==> src/rtl/regwb_pkg.sv <==
// regwb_pkg: shared types and helpers for the register write-back queue.
//   REG_ZR        - register index that always reads as zero (writes are dropped)
//   regwb_entry_t - one pending register write: {valid, addr, data}
//   ptr_inc       - pointer increment modulo the queue depth
package regwb_pkg;

  localparam int REGWB_ADDR_W = 5;
  localparam int REGWB_DATA_W = 64;

  localparam logic [REGWB_ADDR_W-1:0] REG_ZR = 5'd31;

  typedef struct packed {
    logic                    valid;
    logic [REGWB_ADDR_W-1:0] addr;
    logic [REGWB_DATA_W-1:0] data;
  } regwb_entry_t;

  function automatic int unsigned ptr_inc(input int unsigned p, input int unsigned depth);
    return (p + 1) % depth;
  endfunction

endpackage

==> src/rtl/regwb_bypass_match.sv <==
// regwb_bypass_match: combinational lookup of the youngest pending write to
// a register, so operand reads observe writes still sitting in the queue.
//   ent      - queue storage (valid entries are contiguous starting at head)
//   head     - index of the oldest entry
//   byp_addr - register being read
//   byp_hit  - some valid entry targets byp_addr
//   byp_data - data of the youngest matching entry, 0 on miss
module regwb_bypass_match
  import regwb_pkg::*;
#(
  parameter int DEPTH = 4,
  parameter int PTR_W = $clog2(DEPTH)
) (
  input  regwb_entry_t            ent [DEPTH],
  input  logic [PTR_W-1:0]        head,
  input  logic [REGWB_ADDR_W-1:0] byp_addr,
  output logic                    byp_hit,
  output logic [REGWB_DATA_W-1:0] byp_data
);

  logic [PTR_W-1:0] idx;

  // Walk oldest to youngest and let later matches override earlier ones.
  // DEPTH is a power of two, so the PTR_W-bit add wraps for free.
  always_comb begin
    byp_hit  = 1'b0;
    byp_data = '0;
    idx      = head;
    for (int i = 0; i < DEPTH; i++) begin
      idx = head + PTR_W'(i);
      if (ent[idx].valid && ent[idx].addr == byp_addr && byp_addr != REG_ZR) begin
        byp_hit  = 1'b1;
        byp_data = ent[idx].data;
      end
    end
  end

endmodule

==> src/rtl/regwb_queue.sv <==
// regwb_queue: in-order write-back buffer feeding the register-file write port.
//   clk, reset_n                 - clock, async active-low reset
//   in_valid/in_ready            - request handshake (in_ready = !full)
//   in_addr/in_data              - destination register and data; writes to
//                                  REG_ZR complete the handshake but are dropped
//   drain_en                     - write port free this cycle
//   wr_en/wr_addr/wr_data        - head entry presented to the regfile decoder
//   byp_addr/byp_hit/byp_data    - read bypass against pending writes
//   busy                         - queue non-empty
module regwb_queue
  import regwb_pkg::*;
#(
  parameter int DEPTH  = 4,
  parameter int ADDR_W = REGWB_ADDR_W,  // entry struct is sized from the package
  parameter int DATA_W = REGWB_DATA_W
) (
  input  logic              clk,
  input  logic              reset_n,
  input  logic              in_valid,
  output logic              in_ready,
  input  logic [ADDR_W-1:0] in_addr,
  input  logic [DATA_W-1:0] in_data,
  input  logic              drain_en,
  output logic              wr_en,
  output logic [ADDR_W-1:0] wr_addr,
  output logic [DATA_W-1:0] wr_data,
  input  logic [ADDR_W-1:0] byp_addr,
  output logic              byp_hit,
  output logic [DATA_W-1:0] byp_data,
  output logic              busy
);

  localparam int PTR_W = $clog2(DEPTH);
  localparam int CNT_W = PTR_W + 1;

  regwb_entry_t     ent [DEPTH];
  logic [PTR_W-1:0] head, tail;
  logic [CNT_W-1:0] count;
  logic             full, push, pop;

  assign full     = (count == CNT_W'(DEPTH));
  assign busy     = (count != '0);
  // in_ready ignores a same-cycle pop: no push-through when full.
  assign in_ready = !full;
  assign push     = in_valid && in_ready && (in_addr != REG_ZR);
  assign pop      = wr_en;

  // Purely from registered state + drain_en, so an async reset drops it at once.
  assign wr_en   = busy && drain_en;
  assign wr_addr = busy ? ent[head].addr : '0;
  assign wr_data = busy ? ent[head].data : '0;

  always_ff @(posedge clk or negedge reset_n) begin
    if (!reset_n) begin
      head  <= '0;
      tail  <= '0;
      count <= '0;
      for (int i = 0; i < DEPTH; i++) ent[i] <= '0;
    end else begin
      // head == tail with both active is impossible: that needs empty (no pop)
      // or full (no push).
      if (push) begin
        ent[tail].valid <= 1'b1;
        ent[tail].addr  <= in_addr;
        ent[tail].data  <= in_data;
        tail <= PTR_W'(ptr_inc(32'(tail), DEPTH));
      end
      if (pop) begin
        ent[head].valid <= 1'b0;
        head <= PTR_W'(ptr_inc(32'(head), DEPTH));
      end
      case ({push, pop})
        2'b10:   count <= count + 1'b1;
        2'b01:   count <= count - 1'b1;
        default: count <= count;
      endcase
    end
  end

  regwb_bypass_match #(.DEPTH(DEPTH), .PTR_W(PTR_W)) u_byp (
    .ent      (ent),
    .head     (head),
    .byp_addr (byp_addr),
    .byp_hit  (byp_hit),
    .byp_data (byp_data)
  );

endmodule

==> config.mk <==
export PLATFORM = sky130hd
export DESIGN_NAME = regwb_queue
export DESIGN_NICKNAME = d
export VERILOG_FILES = /design/src/rtl/regwb_pkg.sv /design/src/rtl/regwb_bypass_match.sv /design/src/rtl/regwb_queue.sv
export SDC_FILE = /design/constraint.sdc
export NUM_CORES = 1
export LEC_CHECK = 0
export BUFFER_PORTS_ARGS = -buffer_cell sky130_fd_sc_hd__buf_2
export CELL_PAD_IN_SITES_DETAIL_PLACEMENT = 1
export CELL_PAD_IN_SITES_GLOBAL_PLACEMENT = 2
export CORE_MARGIN = 2
export CORE_UTILIZATION = 44
export CTS_CLUSTER_SIZE = 30
export DETAILED_ROUTE_END_ITERATION = 8
export PLACE_DENSITY_LB_ADDON = 0.25
export SYNTH_ARGS = -nofsm -noshare
export SYNTH_HDL_FRONTEND = slang
export SYNTH_HIERARCHICAL = 1
export SYNTH_SLANG_ARGS = --single-unit
==> constraint.sdc <==
create_clock -name clk -period 5.5 [get_ports clk]
set_input_delay 0.275 -clock clk [delete_from_list [all_inputs] [get_ports clk]]
set_output_delay 0.275 -clock clk [all_outputs]
set_load 0.02 [all_outputs]
==> impl_results.md, run 1 <==
* DR pass1 iterations at 5
* Post-Layout Inst Area at 0.02431 sq mm
* Synth-to-layout area growth at 14.51%
* Site Rows at 80
* Clock power share at 0.141
* Clock skew at 0.009710 ns
* Overall Global Routing Usage at 0.2765
* Post-CTS sizing at 0
* Wire per inst at 25.86 microns
* EDFF count, synth at 0
* Top delay family on crit path: simple AND/OR/NAND/NOR gates
* Final hold vios at 0
* DP HPWL at 41,050 microns
* Synth Register Bits at 287
* WP data required at 5.22 ns
* Crit path time final at 5.273 ns
* Synth async-reset ratio at 1.000
* Sequential share of the synthesized area at 0.3383
* Combinational power share at 0.620
* Cts hold-fix bufs at 60
* WP data arrival at 5.00 ns
* Pwr Density at 759.6 mW/mm^2
* Largest net degree at the start of global routing at 182
* Num CTS Buffers at 39
* Gr ovfl total at 0
* Ys flop type: dfrtp_1
* Worst hold path depth at 2
* Mapped Area at 0.02123 sq mm
* R2R cell count at 9
* Clock slew at reported path FFs at 0.06 ns
* Reg power frac at 0.239
* Status: complete, no violations
* Max Slew Vio Count at 0
* Placed Cells at 2,536
* GPL Wtd Cong at 0.7854
* Buffers on Ports at 214
* Yosys warns at 6
* First-pass GRT wire length at 109,800 microns
* Startpoint Class: flop
* Starting Density at 0.4456
* # DRC at 0
* Final Cycle Share at 0.9588
* Post-Syn Instances at 1,874
* RSZ-0062 raised after global routing: no
* Switch share at 0.4610
* WP buf/inv at 2
* Fin util at 0.5102
* Antenna Nets Post-Route at 0
* Cells along the critical path: mux4_2, xor2_1, or4_2, o21bai_4, buf_12, a32oi_1, a21oi_1, nor3_1, buf_2
* Layout cells sized above 1 at 0.3983
* CTS sink cnt at 287
* Internal at 0.009953 W
* Die H at 223.7 microns
* Post-CTS Setup Inserts at 0
* Die area at 0.05002 sq mm
* Via count at 17,330
* Reg-to-reg endpoint: count[2]
* Area used by multi-input combinational logic at 0.01291 sq mm
* Crit path max fanout at 74
* Final Routed Wirelength at 68,850 microns
* Pleak at 9.682 nW
* Count of final setup violators at 0
* Mapped Nets at 1,962
* Critical path class: flop to output port
* Critical path's largest stage delay at 1.00 ns
* Synth cell types at 50
* TritonCTS clock tree: built
* Placed cell areas at 0.02242 sq mm
* Clock latency on the worst-skew pair at 0.56 ns
* Fin nets at 2,110
* Worst vdd ir at 452.9 uV
* Hold crit path type: primary input to flop
* Fmax at 189.6 MHz
* Worst R2R Start: count[0]
* CTS root buf: clkbuf_16
* Rel. slew slack at 0.1342
* Syn Area/Cell at 11.33 sq um
* Final Non-Filler Cells at 2,662
* P_sw at 0.008512 W
* Vias in the first global route at 18,420
* MaxCap Viol Count at 0
* Register area at 0.007189 sq mm
* Worst hold start: in_data[49]
* Sum Neg Setup Slack at 0 ns
* Ports at 215
* Initial antenna violation count at 2
* H-tree Lvls at 2
* Clk buf depth at 3
* # fillers at 5,053
* Die Span X at 223.7 microns
* Critical Path End Type: output port
* Core area at 0.04765 sq mm
* Initial DRC count at 1,233
* Reg2reg setup slack at 2.44 ns
* Slowest CP cell: or4_2
* Routed vias/inst at 6.511
* Slew of the pin with the lowest slew margin at 1.299 ns
## worst register-to-register path: cells and delay by family (launching register included)
kind	cells	cell delay, ns
buffers and inverters	2	0.79
AND/OR/NAND/NOR	3	0.79
adder cells (fa/ha/maj)	2	0.65
flip-flops	1	0.45
XOR/XNOR	2	0.32
## how the worst max path moves through the flow
| stage | slack [ns] | startpoint | to | cells past startpoint |
|---|---|---|---|---|
| after floorplan | 2.14 | head[1] | byp_data[62] | 11 |
| after global placement | 1.0 | head[1] | byp_data[29] | 9 |
| after detailed placement | 0.93 | head[1] | byp_data[6] | 9 |
| after CTS | 0.35 | head[1] | byp_data[6] | 9 |
| after global routing | 0.08 | head[1] | byp_data[6] | 9 |
| final | 0.23 | head[1] | byp_data[6] | 9 |
## placed cells by master (no fill, tap or decap), types with 66 or more instances in the layout
| master | count |
|---|---|
| dfrtp_1 | 285 |
| mux4_2 | 82 |
| mux2i_1 | 144 |
| and2_1 | 72 |
| buf_2 | 213 |
| nor3_1 | 66 |
| nand3_1 | 101 |
| mux2_2 | 381 |
| a21oi_1 | 68 |
| nor2_1 | 70 |
## cell families (layout without fill, tap and decap cells)
group | count (synthesis) | after routing | share of synthesized area
XOR/XNOR | 26 | 26 | 0.01073
flip-flops | 287 | 287 | 0.3383
buffers and inverters | 219 | 391 | 0.05587
AND/OR/NAND/NOR | 389 | 389 | 0.09718
adder cells (fa/ha/maj) | 10 | 10 | 0.006247
multiplexers | 633 | 633 | 0.3708
AO/OA/AOI/OAI | 310 | 310 | 0.1209
other | 0 | 1 | 0
## synth_stat cells (all sizes together) (2+ instances only)
master | n | area share
a311oi | 62 | 0.026
clkbuf | 95 | 0.017
dfrtp | 287 | 0.34
nor2 | 70 | 0.012
mux4 | 82 | 0.087
mux2i | 144 | 0.068
a2bb2oi | 4 | 0.0016
nor2b | 4 | 0.0012
and2 | 73 | 0.022
mux2 | 407 | 0.22
a21oi | 68 | 0.016
a221oi | 62 | 0.031
or2 | 2 | 0.00059
a211oi | 10 | 0.0059
nor3 | 67 | 0.016
nand2 | 8 | 0.0014
or3 | 52 | 0.015
xnor2 | 19 | 0.0078
nand2b | 3 | 0.00088
buf | 112 | 0.037
a31oi | 14 | 0.0041
a32oi | 65 | 0.027
o31ai | 14 | 0.0050
nand4 | 2 | 0.00059
inv | 11 | 0.0019
xor2 | 7 | 0.0029
o21ai | 3 | 0.00071
o2111ai | 2 | 0.00083
nand3 | 101 | 0.024
a22oi | 2 | 0.00071
ha | 9 | 0.0053
## metal layers
metal / GRT usage / vias up / routed length, microns
li1: - / 7603 / -
met1: 0.3775 / 9086 / 30380
met2: 0.4560 / 528 / 33190
met3: 0.04145 / 114 / 3486
met4: 0.08237 / 2 / 1786
met5: 0 / - / 7
## area by class of cell
cell class                 instances  area share
antenna                            1   0.0001029
clock buffer                      56     0.04781
clock inverter                     9    0.005044
inverter                          12    0.001853
multi-input combinational       1368      0.5311
sequential                       287      0.2957
tap                              615     0.03165
timing repair buffer             314     0.08667
## per-stage QoR
step / setup WS [ns] / hold WS (ns) / power, W
6_report: 0.2265 / 0.02892 / 0.01847
5_1_grt: 0.08344 / 0.01940 / 0.01965
2_1_floorplan: 2.142 / -0.02059 / 0.01255
3_3_place_gp: 0.9987 / 0.3930 / 0.01543
4_1_cts: 0.3508 / 0.001464 / 0.01852
3_5_place_dp: 0.9299 / 0.4069 / 0.01578
## power groups by stage
| stage | Clock, W | Combinational (W) | Sequential, W |
|---|---|---|---|
| after detailed placement | 0 | 0.0113 | 0.00443 |
| after global routing | 0.00274 | 0.0123 | 0.00464 |
| after CTS | 0.00265 | 0.0115 | 0.00441 |
| after global placement | 0 | 0.0111 | 0.00431 |
| after floorplan | 0 | 0.00858 | 0.00396 |
| final | 0.00260 | 0.0115 | 0.00442 |
(Power assumes the default switching activity.)
==> run 2: changes to the inputs <==
--- a/config.mk
+++ b/config.mk
@@ -5,14 +5,16 @@
 export SDC_FILE = /design/constraint.sdc
 export NUM_CORES = 1
 export LEC_CHECK = 0
+export ABC_AREA = 1
 export BUFFER_PORTS_ARGS = -buffer_cell sky130_fd_sc_hd__buf_2
 export CELL_PAD_IN_SITES_DETAIL_PLACEMENT = 1
 export CELL_PAD_IN_SITES_GLOBAL_PLACEMENT = 2
 export CORE_MARGIN = 2
-export CORE_UTILIZATION = 44
+export CORE_UTILIZATION = 36
 export CTS_CLUSTER_SIZE = 30
 export DETAILED_ROUTE_END_ITERATION = 8
 export PLACE_DENSITY_LB_ADDON = 0.25
+export SLEW_MARGIN = 20
 export SYNTH_ARGS = -nofsm -noshare
 export SYNTH_HDL_FRONTEND = slang
 export SYNTH_HIERARCHICAL = 1
==> constraint.sdc (replaced) <==
create_clock -name clk -period 6.4 [get_ports clk]
set_input_delay 0.32 -clock clk [delete_from_list [all_inputs] [get_ports clk]]
set_output_delay 0.32 -clock clk [all_outputs]
set_load 0.02 [all_outputs]
==> run 2 against run 1 <==
Effect of this change:
- register-to-register slack gained 0.89 ns
- routed wire length is 54% higher
- clock-buffer cell count is 4 higher
- synthesized area grew 10%
- highest routed layer unchanged
- sequential share of layout area down 1.8 points
- critical endpoint is now byp_data[44]
- clock skew is 0.020 ns higher
==> impl_results.md, run 2 <==
* Ports at 215
* CTS root buf: clkbuf_16
* Fmax at 174.6 MHz
* First-pass GRT wire length at 163,500 microns
* Worst R2R Start: count[0]
* RSZ-0062 raised after global routing: no
* P_sw at 0.01029 W
* R2R cell count at 6
* DR pass1 iterations at 5
* Initial antenna violation count at 6
* Fin nets at 3,751
* Combinational power share at 0.659
* Hold crit path type: primary input to flop
* Most common cell in the netlist: nand2_1
* H-tree Lvls at 2
* Antenna Nets Post-Route at 0
* Synth Register Bits at 287
* Commonest cells in the netlist: 1,140 x nand2_1, 528 x o21ai_0, 500 x nor2_1
* Synth-to-layout area growth at 10.57%
* Die H at 259.0 microns
* Area used by multi-input combinational logic at 0.01432 sq mm
* Fin util at 0.4024
* TritonCTS clock tree: built
* Gr ovfl total at 0
* Reg power frac at 0.203
* Initial DRC count at 1,849
* Top-area cell type share of the netlist area at 0.3067
* Startpoint Class: flop
* Post-Syn Instances at 3,718
* Die area at 0.06710 sq mm
* Starting Density at 0.3639
* Clock slew at reported path FFs at 0.06 ns
* Mapped Area at 0.02342 sq mm
* Internal at 0.007268 W
* Mapped Nets at 3,806
* GPL Wtd Cong at 0.8287
* DP HPWL at 58,740 microns
* Synth cell types at 27
* Num CTS Buffers at 40
* Site Rows at 93
* Most frequent cells in the layout: 1,139 x nand2_1, 528 x o21ai_0, 493 x nor2_1
* Pleak at 12.74 nW
* # DRC at 0
* Crit path max fanout at 163
* Sequential share of the synthesized area at 0.3067
* EDFF count, synth at 0
* Yosys warns at 6
* Post-CTS Setup Inserts at 0
* Critical Path End Type: output port
* Clock skew at 0.03005 ns
* Crit path time final at 5.727 ns
* Ys flop type: dfrtp_1
* Max Slew Vio Count at 0
* Reg2reg setup slack at 3.33 ns
* Largest cells by area after synthesis: dfrtp_1 31%, nand2_1 18%, o21ai_0 11%
* # fillers at 8,438
* Top cell type by total area after synthesis: dfrtp_1
* Syn Area/Cell at 6.298 sq um
* WP data arrival at 5.41 ns
* WP data required at 6.08 ns
* Largest net degree at the start of global routing at 208
* Worst hold start: in_data[31]
* Clock latency on the worst-skew pair at 0.59 ns
* Rel. slew slack at 0.2275
* Switch share at 0.5859
* Slew of the pin with the lowest slew margin at 1.159 ns
* Worst vdd ir at 439.8 uV
* Register area at 0.007189 sq mm
* Final hold vios at 0
* Count of final setup violators at 0
* Layout cells sized above 1 at 0.09581
* Status: complete, no violations
* Buffers on Ports at 214
* Vias in the first global route at 27,500
* Final Routed Wirelength at 106,000 microns
* Die Span X at 259.0 microns
* Wire per inst at 23.28 microns
* CTS sink cnt at 287
* Sum Neg Setup Slack at 0 ns
* Routed vias/inst at 5.930
* MaxCap Viol Count at 0
* Clk buf depth at 3
* Overall Global Routing Usage at 0.3103
* Critical path class: flop to output port
* Core area at 0.06435 sq mm
* Final Cycle Share at 0.8949
* Clock power share at 0.138
* Worst hold path depth at 3
* Synth async-reset ratio at 1.000
* Most common cell after layout, fill and taps aside: nand2_1
* Pwr Density at 677.9 mW/mm^2
* Via count at 27,000
## run 2: what timing repair did
| item | 4_1_cts | 5_1_grt |
|---|---|---|
| hold buffers | 5 | 0 |
| resized for setup | 0 | 0 |
| setup endpoints to repair | 0 | 0 |
| hold endpoints to repair | 96 | 0 |
## run 2: kinds of logic (layout without fill, tap and decap cells)
| logic type | count (synthesis) | after routing | share of synthesized area |
|---|---|---|---|
| muxes | 128 | 128 | 0.05472 |
| xor gates and xnor gates | 7 | 7 | 0.002618 |
| and+or+nand+nor | 2161 | 2161 | 0.3971 |
| adders and majority gates | 10 | 10 | 0.005664 |
| DFF | 287 | 287 | 0.3067 |
| buffers and inverters | 455 | 432 | 0.08966 |
| other | 0 | 3 | 0 |
| AOI/OAI and AO/OA | 670 | 670 | 0.1435 |
## run 2: layout make-up
cell class / instances / share of cell area
Tap cell: 855 / 0.04132
Antenna cell: 3 / 0.0002899
Clock buffer: 60 / 0.04707
Inverter: 95 / 0.01430
Clock inverter: 14 / 0.007104
Multi-Input combinational cell: 2976 / 0.5529
Timing Repair Buffer: 263 / 0.05934
Sequential cell: 287 / 0.2777
## run 2: worst max-delay path: stages (launching register included)
cell     delay (ns)
dfrtp_4        0.73
inv_4          0.56
nand2_1        0.26
nand2_8        0.72
nand2_1        0.19
nand3_1        0.13
nand2_1        0.09
nor2_4         0.15
nand3_4        0.62
buf_4          0.53
nand2_1        0.13
nand3_1        0.08
a21oi_1        0.33
buf_2          0.23
## run 2: power groups by stage
stage               clock network (W)  logic (W)  registers [W]
finish                        0.00243     0.0116        0.00356
global route                  0.00253     0.0127        0.00369
CTS                           0.00247     0.0115        0.00355
detailed placement                  0     0.0114        0.00357
global placement                    0     0.0111        0.00351
floorplan                           0    0.00783        0.00325
## run 2: metal layers
metal,share of wire,vias up,GRT usage,wire length (microns)
li1,-,12430,-,-
met2,0.48,843,0.5437,51370
met4,0.028,6,0.1066,2938
met3,0.058,179,0.03993,6095
met1,0.43,13550,0.3917,45530
met5,0.00036,-,0,38
## run 2: worst max path at each step
stage,depth (start not counted),from,slack [ns],end
floorplan,14,head[0],3.88,byp_data[13]
global placement,13,head[0],1.45,byp_data[56]
CTS,13,head[0],0.71,byp_data[28]
finish,13,head[0],0.67,byp_data[44]
detailed placement,13,head[0],1.34,byp_data[28]
global route,13,head[0],0.35,byp_data[44]
## run 2: metrics by stage
stage | setup slack (ns) | area, sq um | hold WS [ns] | power, W | cells
after CTS | 0.7118 | 25880 | 0.0002219 | 0.01750 | 4550
after global routing | 0.3504 | 25890 | 0.02750 | 0.01890 | 4553
after detailed placement | 1.343 | 24430 | 0.4340 | 0.01500 | 4471
after global placement | 1.452 | 24430 | 0.4271 | 0.01461 | 4471
final | 0.6726 | 25890 | 0.02827 | 0.01755 | 4553
after floorplan | 3.878 | 23420 | 0.02441 | 0.01108 | 3718
